[config.mk]
export PLATFORM = sky130hd
export DESIGN_NAME = fetch_queue
export DESIGN_NICKNAME = d
export VERILOG_FILES = /design/src/rtl/fetch_queue.sv
export SDC_FILE = /design/constraint.sdc
export NUM_CORES = 1
export LEC_CHECK = 0
export ABC_AREA = 1
export CAP_MARGIN = 15
export CELL_PAD_IN_SITES_DETAIL_PLACEMENT = 1
export CELL_PAD_IN_SITES_GLOBAL_PLACEMENT = 2
export CORE_UTILIZATION = 37
export DETAILED_ROUTE_END_ITERATION = 8
export PLACE_DENSITY = 0.83
export SYNTH_ARGS = -nofsm -noshare
export SYNTH_HDL_FRONTEND = slang
export SYNTH_SLANG_ARGS = --single-unit
export TNS_END_PERCENT = 30
[constraint.sdc]
create_clock -name clk -period 12.3 [get_ports clk]
set_clock_uncertainty 0.1 [all_clocks]
set_input_delay 2.46 -clock clk [delete_from_list [all_inputs] [get_ports clk]]
set_output_delay 2.46 -clock clk [all_outputs]
set_load 0.1 [all_outputs]
[src/rtl/fetch_queue.sv]
// fetch_queue: DEPTH-entry {instr, pc, pc+4} buffer between fetch and decode with valid/ready on both sides.
// Define FETCH_QUEUE_BYPASS_EN to let an entry pass straight to decode when the queue is empty.
module fetch_queue #(
   parameter int DEPTH  = 4,
   parameter int DATA_W = 32
) (
   input  logic                      clk,
   input  logic                      reset,
   input  logic                      in_valid,
   output logic                      in_ready,
   input  logic [DATA_W-1:0]         in_instr,
   input  logic [DATA_W-1:0]         in_pc,
   input  logic [DATA_W-1:0]         in_pc_add4,
   input  logic                      flush,
   output logic                      out_valid,
   input  logic                      out_ready,
   output logic [DATA_W-1:0]         out_instr,
   output logic [DATA_W-1:0]         out_pc,
   output logic [DATA_W-1:0]         out_pc_add4,
   output logic [$clog2(DEPTH):0]    count
);

   localparam int AW = $clog2(DEPTH);
   localparam int CW = AW + 1;

   typedef struct packed {
      logic [DATA_W-1:0] instr;
      logic [DATA_W-1:0] pc;
      logic [DATA_W-1:0] pc_add4;
   } entry_t;

   entry_t          mem [DEPTH];
   entry_t          in_entry;
   entry_t          head;
   logic [AW-1:0]   wr_ptr;
   logic [AW-1:0]   rd_ptr;
   logic            bypass;
   logic            push;
   logic            pop_mem;

   // NOTE: every signal written here gets a value before any condition, so no latch is inferred.
   always_comb begin
      bypass   = 1'b0;
`ifdef FETCH_QUEUE_BYPASS_EN
      bypass   = (count == '0) && !flush && !reset;
`endif
      in_entry = '{instr: in_instr, pc: in_pc, pc_add4: in_pc_add4};
      in_ready = (count < CW'(DEPTH)) && !flush && !reset;
      out_valid = ((count != '0) && !flush) || (bypass && in_valid);
      head     = bypass ? in_entry : mem[rd_ptr];
      // A bypassed entry taken by decode in the same cycle never touches storage.
      push     = in_valid && in_ready && !(bypass && out_ready);
      pop_mem  = (count != '0) && !flush && out_ready;
   end

   assign out_instr   = head.instr;
   assign out_pc      = head.pc;
   assign out_pc_add4 = head.pc_add4;

   // NOTE: sequential state uses non-blocking assignments so all registers update from pre-edge values.
   always_ff @(posedge clk) begin
      if (reset) begin
         wr_ptr <= '0;
         rd_ptr <= '0;
         count  <= '0;
         // NOTE: storage is cleared on reset so decode sees a NOP head; flush deliberately leaves it alone.
         for (int i = 0; i < DEPTH; i++) mem[i] <= '0;
      end else if (flush) begin
         wr_ptr <= '0;
         rd_ptr <= '0;
         count  <= '0;
      end else begin
         if (push) begin
            mem[wr_ptr] <= in_entry;
            wr_ptr      <= wr_ptr + AW'(1);
         end
         if (pop_mem) rd_ptr <= rd_ptr + AW'(1);
         count <= count + CW'(push) - CW'(pop_mem);
      end
   end

endmodule

Yosys cells after proc, flatten, opt, wreduce, memory -nomap -nowiden --
Memory sizes are Yosys's and may differ from the RTL's. A register that Yosys moved wholly into a read port is not among the register bits. Index checks and enable logic that the tools add are counted.
Storage, ports and cells: output and inout bits 101, flip-flop bits (word level) 7, ROM bits 0, bits in latches 0, logic and storage cells 30, bits in writable memories 384, memories 1
Cells by class: bitwise logic cells 0, eq/ne operators 0, order comparisons 1, muxes and demuxes 11, div/mod/pow operators 0, reductions and logical operators 10, add/subtract/negate cells 4, shift operators 0, $mul 0
Memory list:
- mem | depth 4, bits a word 96, rd ports 1, clocked after Yosys merged registers in 1, write ports 4, line 32 | entry_t mem [DEPTH];
Operators with widths (count):
- $mux W96 | 1
- $reduce_or A96 Y1 | 1
- $mux W1 | 7
- $mux W2 | 3
- $logic_and A1 B1 Y1 | 5
- $add A2 B1 Y2 const B | 2
- $add A3 B1 Y3 | 1
- $lt A3 B3 Y1 const B | 1
- $reduce_bool A3 Y1 | 1
- $sub A3 B1 Y3 | 1
- $logic_not A1 Y1 | 2
- $reduce_or A2 Y1 | 1

Longest topological paths before layout --
Gate-level depths: netlist of the first run.
depth after elaboration 10, depth in mapped cells 11, mapped depth without buffers 11

Worst setup path before layout of the first run --
OpenSTA, ideal clock, no wires.
path type input-to-reg, start point input flush, end point memory mem[3][0] (netlist bit) (enable), arrival 9.636 ns, library setup time 0.683 ns, stages 4, setup slack 1.881 ns, cells stage by stage nor2_4 nand3_2 buf_2 o21ai_0
RTL lines:
- start: declaration | line 14 | input logic flush,
- end: declaration | line 32

Worst setup path after layout of the first run --
start point input reset, end point output in_ready
On the way: longest elaborated chain between the ends 2
RTL lines:
- start: declaration | line 8 | input logic reset,
- $logic_not A1 Y1 | line 48 | in_ready = (count < CW'(DEPTH)) && !flush && !reset;
- $logic_and A1 B1 Y1 | line 48
- end: declaration | line 10 | output logic in_ready,
No other way between the ends.

==> results.md, run 1 <==
* Status: complete, no violations
* Met1 WL at 21.0 mm
* Slew margin rel. at 0.284
* Max Slew Vio Count at 0
* R2R depth at 6
* Total number of clock tree sinks at 393
* CTS Hold Buffers Added at 0
* Area contributors post-synth: edfxtp_1 66%, nor2_1 11%, o21ai_0 5.6%, inv_1 4.3%, nor2_4 3.9%
* Tot GR Track Use at 0.205
* Nets at 1,874
* Overall die width at 219 µm
* Setup Crit Path Kind: in2out
* Worst hold path depth at 2
* Critical-path cell list: clkdlybuf4s50_1 -> inv_1 -> nand2_1 -> nor2_1 -> clkdlybuf4s50_1
* Vias in the first global route at 13,100
* Slowest stage delay, CP at 1.18 ns
* Setup TNS at 0 ns
* Routed wl met3 at 1.75 mm
* Pre-antenna DRT Iters at 5
* Share of flip-flops with an asynchronous set or reset at 0
* Top Metal Used: met4
* Class of the worst hold path: reg2reg
* # DRC at 0
* CTS tree: built
* Slew @ Worst Pin at 1.07 ns
* Routed via count at 12,100
* Startpoint class of the critical path: primary input
* CP delay by family, top: buffers and inverters
* Fillcell total at 4,978
* Initial Util at 0.376
* Initial drt markers at 560
* CTS Root Cell: clkbuf_16
* Number of library cell types mapped by synthesis at 22
* Io pins at 202
* RSZ-0062 raised after global routing: false
* Post-synth top area share at 0.659
* First-pass GRT wire length at 74.4 mm
* Chip height at 219 µm
* Clock Latency Late Sink at 0.56 ns
* CP bufs+invs at 3
* Cell mode on critical path: clkdlybuf4s50_1
* R2R Path Start: count[2]
* Routed len/inst at 20.3 µm
* Max Buffers Root-to-Sink at 3
* Worst-path clk slew at 0.06 ns
* Synth Instances at 1,612
* Multi-input logic area at 4570 µm²
* Register area at 11,700 µm²
* DRT antenna net count at 0
* Peak supply drop at 0.0821 mV
* H-tree levels at 2
* Post-synthesis register bit count at 393
* Post-synth EDFFs at 384
* Cts bufs inserted at 43
* Routability cong. at 0.713
* Hold Fails Final Rpt at 0
* Sequential area share after synthesis at 0.670
* Commonest cells after routing, fill and taps aside: 491 x nor2_1, 384 x edfxtp_1, 201 x clkdlybuf4s50_1
* Antenna violations before repair at 1
* R2R Path End: mem[0][79]
* CP required at 9.74 ns
* Via density per instance at 5.04
* Crit-path slowest cell: clkdlybuf4s50_1
* Resized Gates After CTS at 0
* CP arrival at 4.97 ns
* Setup violators final at 0
* Net Count, Synth at 1,716
* Top_reg_cell synth: edfxtp_1
* Worst-path maximum fanout at 5
* Core area at 46,600 µm²
* Pleak at 7.68 nW
* F_max at 0.133 GHz
* Number of synthesis warnings at 0
* Design Power at 3.14 mW
* Worst hold start: rd_ptr[0]
* HPWL Detailed at 26.1 mm
* Post-Syn Area at 17,500 µm²
* Total overflow reported by the global router at 0
* Critical path depth at 5
* Largest net degree at the start of global routing at 110
* Die ar. at 48,100 µm²
* Layout cells sized above 1 at 0.100
* Biggest area consumer among synthesized cells: edfxtp_1
* Max-cap viol count at 0
* Metal2 WL at 25.3 mm
* Avg Cell Area, Syn at 10.8 µm²
* Total setup buffers inserted after CTS at 0
* Synth-to-Final Area Change at 21.6%
* Rows at 79
* CP endpoint kind: primary output
* Routed WL at 48.9 mm
* Commonest non-fill, non-tap cell in the layout: nor2_1
* Port Buffer Count at 201
* Slack of the worst reg-to-reg path at 8.16 ns
* Fin crit share at 0.612
* Crit path time final at 7.53 ns
* P per Cell Area at 148 nW/µm²
-- per-layer routing --
metal  up-vias  global-route usage
met4         0              0.0576
met3        57              0.0240
li1       5688                   -
met1      6155               0.259
met2       225               0.368
met5         -                   0
-- kinds of logic (layout without fill, tap and decap cells) --
| group | after synthesis | in the layout | synth area share |
|---|---|---|---|
| other | 0 | 1 | 0 |
| AND/OR/NAND/NOR | 605 | 605 | 0.162 |
| buffers and inverters | 314 | 501 | 0.0741 |
| flip-flops | 393 | 393 | 0.670 |
| AO/OA/AOI/OAI | 296 | 296 | 0.0916 |
| XOR/XNOR | 1 | 1 | 0.000501 |
| adder cells (fa/ha/maj) | 3 | 3 | 0.00258 |
-- per-stage QoR --
stage          area [µm²]  std cells  hold slack [ns]   util  worst slack (ns)
2_1_floorplan       17500       1612            0.343      -              1.88
3_3_place_gp        20000       2332            0.348  0.429              4.72
3_5_place_dp        20000       2332            0.362  0.429              4.74
4_1_cts             21300       2406            0.381  0.457              4.74
5_1_grt             21300       2406            0.414  0.457              4.68
6_report            21300       2407            0.381  0.457              4.77
-- worst max path at each step --
stage               startpoint   endpoint  slack (ns)
global route             reset   in_ready        4.68
global placement         reset   in_ready        4.72
CTS                      reset   in_ready        4.74
floorplan                flush  mem[3][0]        1.88
detailed placement       reset   in_ready        4.74
finish                   reset   in_ready        4.77
-- final cells by class --
cell class	count	share of cell area
Sequential cell	393	0.551
Multi-Input combinational cell	905	0.215
Timing Repair Buffer	216	0.0999
Tap cell	607	0.0357
Inverter	211	0.0375
Clock buffer	59	0.0554
Clock inverter	15	0.00547
Antenna cell	1	0.000118
-- cell usage after synthesis, types with 4 or more instances --
master	n
nor2_1	491
o21ai_0	196
dfxtp_1	9
nor2_4	61
inv_1	201
clkbuf_1	60
buf_2	33
nor2_2	29
buf_6	10
a21oi_1	4
edfxtp_1	384
nand2_1	15
inv_2	10
o22ai_1	96
-- power breakdown --
part / switching, mW / internal (mW) / leakage, nW
logic: 0.287 / 0.0901 / 3.00
registers: 0.0155 / 1.53 / 4.04
clock network: 0.509 / 0.708 / 0.634
total: 0.812 / 2.33 / 7.68
-- state kept, by name, indices dropped and copies added (netlist names), named ones only --
register and flops:
mem 384, count 3, rd_ptr 2, wr_ptr 2
-- worst min-delay path: stages (launching register included) --
cell     delay [ns]
dfxtp_1        0.31
inv_1          0.07
a21oi_1        0.06
(Power assumes the default switching activity.)
==> run 2, diff against run 1 <==
Clock period 12.3 ns to 7.7 ns, I/O delays scaled along.
==> results.md, run 2 (same netlist as run 1, synthesis figures left out) <==
* Nets at 1,873 (-0.053%)
* Max reg flops at 384 (unchanged)
* CP arrival at 4.06 ns (-0.91 ns)
* Commonest non-fill, non-tap cell in the layout: nor2_1
* CP endpoint kind: primary output
* CTS Hold Buffers Added at 0 (unchanged)
* Largest registers: mem x384, count x3
* HPWL Detailed at 25.9 mm (-1.0%)
* Slew margin rel. at 0.133 (-0.152)
* Routed via count at 12,200 (+0.47%)
* Commonest cells after routing, fill and taps aside: 491 x nor2_1, 384 x edfxtp_1, 201 x clkdlybuf4s50_1
* Resized Gates After CTS at 0 (unchanged)
* Cts bufs inserted at 43 (unchanged)
* CP required at 6.06 ns (-3.68 ns)
* Setup Crit Path Kind: reg2out
* Pre-antenna DRT Iters at 5 (unchanged)
* Worst-path maximum fanout at 49 (+44)
* Routed WL at 48.4 mm (-1.0%)
* Synth-to-Final Area Change at 21.9%
* Worst-path clk slew at 0.06 ns (about the same)
* Overall die width at 219 µm (unchanged)
* Status: complete, no violations
* Class of the worst hold path: reg2reg
* Routability cong. at 0.714 (about the same)
* Crit path time final at 5.70 ns
* Chip height at 219 µm (unchanged)
* Fillcell total at 5,015 (+0.74%)
* Total overflow reported by the global router at 0 (unchanged)
* Via density per instance at 5.06 (+0.47%)
* H-tree levels at 2 (unchanged)
* P per Cell Area at 236 nW/µm² (+60%)
* Clock Latency Late Sink at 0.56 ns (about the same)
* Place WS at 2.01 ns (-2.72 ns)
* F_max at 0.176 GHz
* # DRC at 0 (unchanged)
* Slack of the worst reg-to-reg path at 4.56 ns (-3.60 ns)
* Total setup buffers inserted after CTS at 0 (unchanged)
* Layout cells sized above 1 at 0.0989 (-0.00117)
* Fin crit share at 0.740
* Startpoint class of the critical path: flip-flop
* Total number of clock tree sinks at 393 (unchanged)
* Io pins at 202 (unchanged)
* Design Power at 5.03 mW (+60%)
* Setup violators final at 0 (unchanged)
* Max Buffers Root-to-Sink at 3 (unchanged)
* Pleak at 7.69 nW (+0.21%)
* Max-cap viol count at 0 (unchanged)
* Worst setup margin at 2.00 ns (-2.77 ns)
* Hold Fails Final Rpt at 0 (unchanged)
* Final Cell Area at 21,300 µm² (+0.23%)
* Initial Util at 0.376 (unchanged)
* First-pass GRT wire length at 73.7 mm (-0.84%)
* Max Slew Vio Count at 0 (unchanged)
* Core area at 46,600 µm² (unchanged)
* RSZ-0062 raised after global routing: false
* Final hold slack at 0.378 ns (-0.00353 ns)
* Initial drt markers at 731 (+31%)
* Largest net degree at the start of global routing at 151 (+37%)
* Tot GR Track Use at 0.204 (-0.00157)
* CTS tree: built
* Slew @ Worst Pin at 1.30 ns (+0.231 ns)
* CTS Root Cell: clkbuf_16
* Ant diodes at 0 (-1)
* Routed len/inst at 20.1 µm (-1.0%)
* Peak supply drop at 0.148 mV (+80%)
* Die ar. at 48,100 µm² (unchanged)
* Biggest register: mem
* Rows at 79 (unchanged)
* Area of placed instances at 20,000 µm² (+0.21%)
* DRT antenna net count at 0 (unchanged)
* Antenna violations before repair at 1 (unchanged)
* Port Buffer Count at 201 (unchanged)
* Vias in the first global route at 12,900 (-1.1%)
[run 2: critical path, cell delays in order, from the launching register on]
cell and delay (ns):
dfxtp_4 0.53, inv_2 0.84, buf_12 0.35, o21ai_0 0.14
o22ai_1 0.37, clkdlybuf4s50_1 1.22
[run 2: per-stage QoR]
| step | std cells | setup TNS [ns] | utilization |
|---|---|---|---|
| global route | 2407 | 0 | 0.458 |
| detailed placement | 2331 | 0 | 0.430 |
| CTS | 2407 | 0 | 0.458 |
| finish | 2407 | 0 | 0.458 |
| global placement | 2331 | 0 | 0.430 |
| floorplan | 1612 | -518.17 | - |
[run 2: metal layers]
layer / global-route usage / part of all wire / vias to the layer above
met5: 0 / 0.00025 / -
met4: 0.0604 / 0.022 / 2
met3: 0.0312 / 0.042 / 67
met2: 0.356 / 0.51 / 234
met1: 0.259 / 0.43 / 6191
li1: - / - / 5688
[run 2: path summary, 6_finish.rpt]
check,cells past startpoint,end,start
hold reg to reg,2,flip-flop,rd_ptr[0]
hold / removal,2,flip-flop,rd_ptr[0]
setup reg to reg,4,mem[1][88],wr_ptr[1]
setup / recovery,5,out_pc_add4[12],flip-flop
[run 2: layout make-up]
class,instances,area (µm²),share of cell area
clock inverter,21,140,0.00657
multi-input combinational,905,4570,0.214
clock buffer,55,1160,0.0546
tap,607,759,0.0356
timing repair buffer,215,2170,0.102
sequential,393,11700,0.550
inverter,211,797,0.0374
[run 2: power by group]
| part | switching [mW] | internal (mW) |
|---|---|---|
| logic | 0.460 | 0.146 |
| clock network | 0.827 | 1.13 |
| registers | 0.0250 | 2.44 |
| total | 1.31 | 3.72 |
==> run 3, diff against run 2 <==
Clock period 7.7 ns to 5.5 ns, I/O delays scaled along.
==> results.md, run 3 (same netlist as run 1, synthesis figures left out) <==
* Via density per instance at 5.08 (+0.40%)
* R2R Path Start: count[2]
* Antenna violations before repair at 4 (+3)
* Synth-to-Final Area Change at 21.1%
* Routed WL at 48.9 mm (+1.0%)
* Fin crit share at 0.811
* Initial Util at 0.376 (unchanged)
* CP required at 4.30 ns (-1.76 ns)
* Worst-path maximum fanout at 48 (-2.0%)
* # DRC at 0 (unchanged)
* Commonest non-fill, non-tap cell in the layout: nor2_1
* Rows at 79 (unchanged)
* DRT antenna net count at 0 (unchanged)
* Slew margin rel. at 0.208 (+0.0757)
* Clock Latency Late Sink at 0.56 ns (about the same)
* Design Power at 7.12 mW (+42%)
* Max-cap viol count at 0 (unchanged)
* Resized Gates After CTS at 0 (unchanged)
* Setup Crit Path Kind: reg2out
* Class of the worst hold path: reg2reg
* H-tree levels at 2 (unchanged)
* Max reg flops at 384 (unchanged)
* Routed via count at 12,300 (+0.65%)
* Final core utilization at 0.455 (-0.00309)
* Tot GR Track Use at 0.207 (+0.00292)
* Cts bufs inserted at 43 (unchanged)
* Max Buffers Root-to-Sink at 3 (unchanged)
* Total number of clock tree sinks at 393 (unchanged)
* Chip height at 219 µm (unchanged)
* CP arrival at 3.26 ns (-0.80 ns)
* Slack of the worst reg-to-reg path at 2.34 ns (-2.22 ns)
* Vias in the first global route at 13,300 (+2.9%)
* Io pins at 202 (unchanged)
* Biggest register: mem
* R2R Path End: mem[0][2]
* Peak supply drop at 0.256 mV (+73%)
* R2R depth at 7 (+3)
* Initial drt markers at 745 (+1.9%)
* Pre-antenna DRT Iters at 5 (unchanged)
* CP Capture Point: out_pc[31]
* Die ar. at 48,100 µm² (unchanged)
* Nets at 1,876 (+0.16%)
* HPWL Detailed at 26.8 mm (+3.7%)
* CTS tree: built
* Routability cong. at 0.735 (+3.0%)
* Port Buffer Count at 201 (unchanged)
* Max Slew Vio Count at 0 (unchanged)
* Startpoint class of the critical path: flip-flop
* Hold Fails Final Rpt at 0 (unchanged)
* Largest registers: mem x384, count x3
* CP endpoint kind: primary output
* Status: complete, no violations
* First-pass GRT wire length at 74.7 mm (+1.3%)
* P per Cell Area at 336 nW/µm² (+43%)
* Core area at 46,600 µm² (unchanged)
* Total setup buffers inserted after CTS at 0 (unchanged)
* Total overflow reported by the global router at 0 (unchanged)
* Crit path time final at 4.46 ns
* Layout cells sized above 1 at 0.155 (+0.0559)
* Routed len/inst at 20.3 µm (+0.79%)
* RSZ-0062 raised after global routing: false
* CTS Hold Buffers Added at 0 (unchanged)
* Setup violators final at 0 (unchanged)
* Worst-path clk slew at 0.06 ns (about the same)
* Slew @ Worst Pin at 1.19 ns (-0.114 ns)
* Largest net degree at the start of global routing at 189 (+25%)
* F_max at 0.224 GHz
* Overall die width at 219 µm (unchanged)
* Pleak at 7.86 nW (+2.2%)
* Commonest cells after routing, fill and taps aside: 491 x nor2_1, 384 x edfxtp_1, 199 x inv_1
* CTS Root Cell: clkbuf_16
run 3: report_power, final:
| group | total (mW) | leakage (nW) | internal, mW | switching, mW |
|---|---|---|---|---|
| combinational | 0.836 | 3.16 | 0.189 | 0.647 |
| clock | 2.83 | 0.660 | 1.68 | 1.15 |
| sequential | 3.46 | 4.04 | 3.42 | 0.0354 |
run 3: worst min path at each step:
| stage | start | cells after the start | endpoint |
|---|---|---|---|
| final | rd_ptr[0] | 2 | flip-flop |
| after global routing | rd_ptr[0] | 2 | flip-flop |
| after CTS | rd_ptr[0] | 2 | flip-flop |
| after detailed placement | rd_ptr[0] | 2 | flip-flop |
| after global placement | rd_ptr[0] | 2 | flip-flop |
| after floorplan | rd_ptr[0] | 2 | flip-flop |
run 3: through the flow:
step                      worst slack [ns]  cells  area [µm²]  TNS (ns)  hold WS (ns)
final                                 1.04   2413       21200         0         0.369
after global routing                 0.866   2413       21200         0         0.398
after CTS                            0.953   2410       21200         0         0.357
after detailed placement              1.24   2334       19800         0         0.366
after global placement                1.30   2334       19800         0         0.357
after floorplan                     -0.965   1612       17500   -277.79         0.343
run 3: routing by layer:
| metal | GRT usage | up-vias | part of all wire |
|---|---|---|---|
| met5 | 0 | - | 0.00020 |
| li1 | - | 5695 | - |
| met2 | 0.365 | 252 | 0.51 |
| met3 | 0.0270 | 77 | 0.039 |
| met1 | 0.258 | 6235 | 0.43 |
| met4 | 0.0734 | 2 | 0.026 |
run 3: critical path, cell delays in order, from the launching register on:
cell	delay [ns]
dfxtp_4	0.49
inv_2	0.23
buf_4	0.47
buf_4	0.61
o21ai_0	0.19
o22ai_1	0.31
buf_4	0.36
run 3: final cells by class:
class	count	area, µm²
Timing Repair Buffer	218	1970
Inverter	211	797
Sequential cell	393	11700
Fill cell	5059	25400
Tap cell	607	759
Clock buffer	58	1170
Multi-Input combinational cell	905	4560
Clock inverter	18	179
Antenna cell	3	7.51
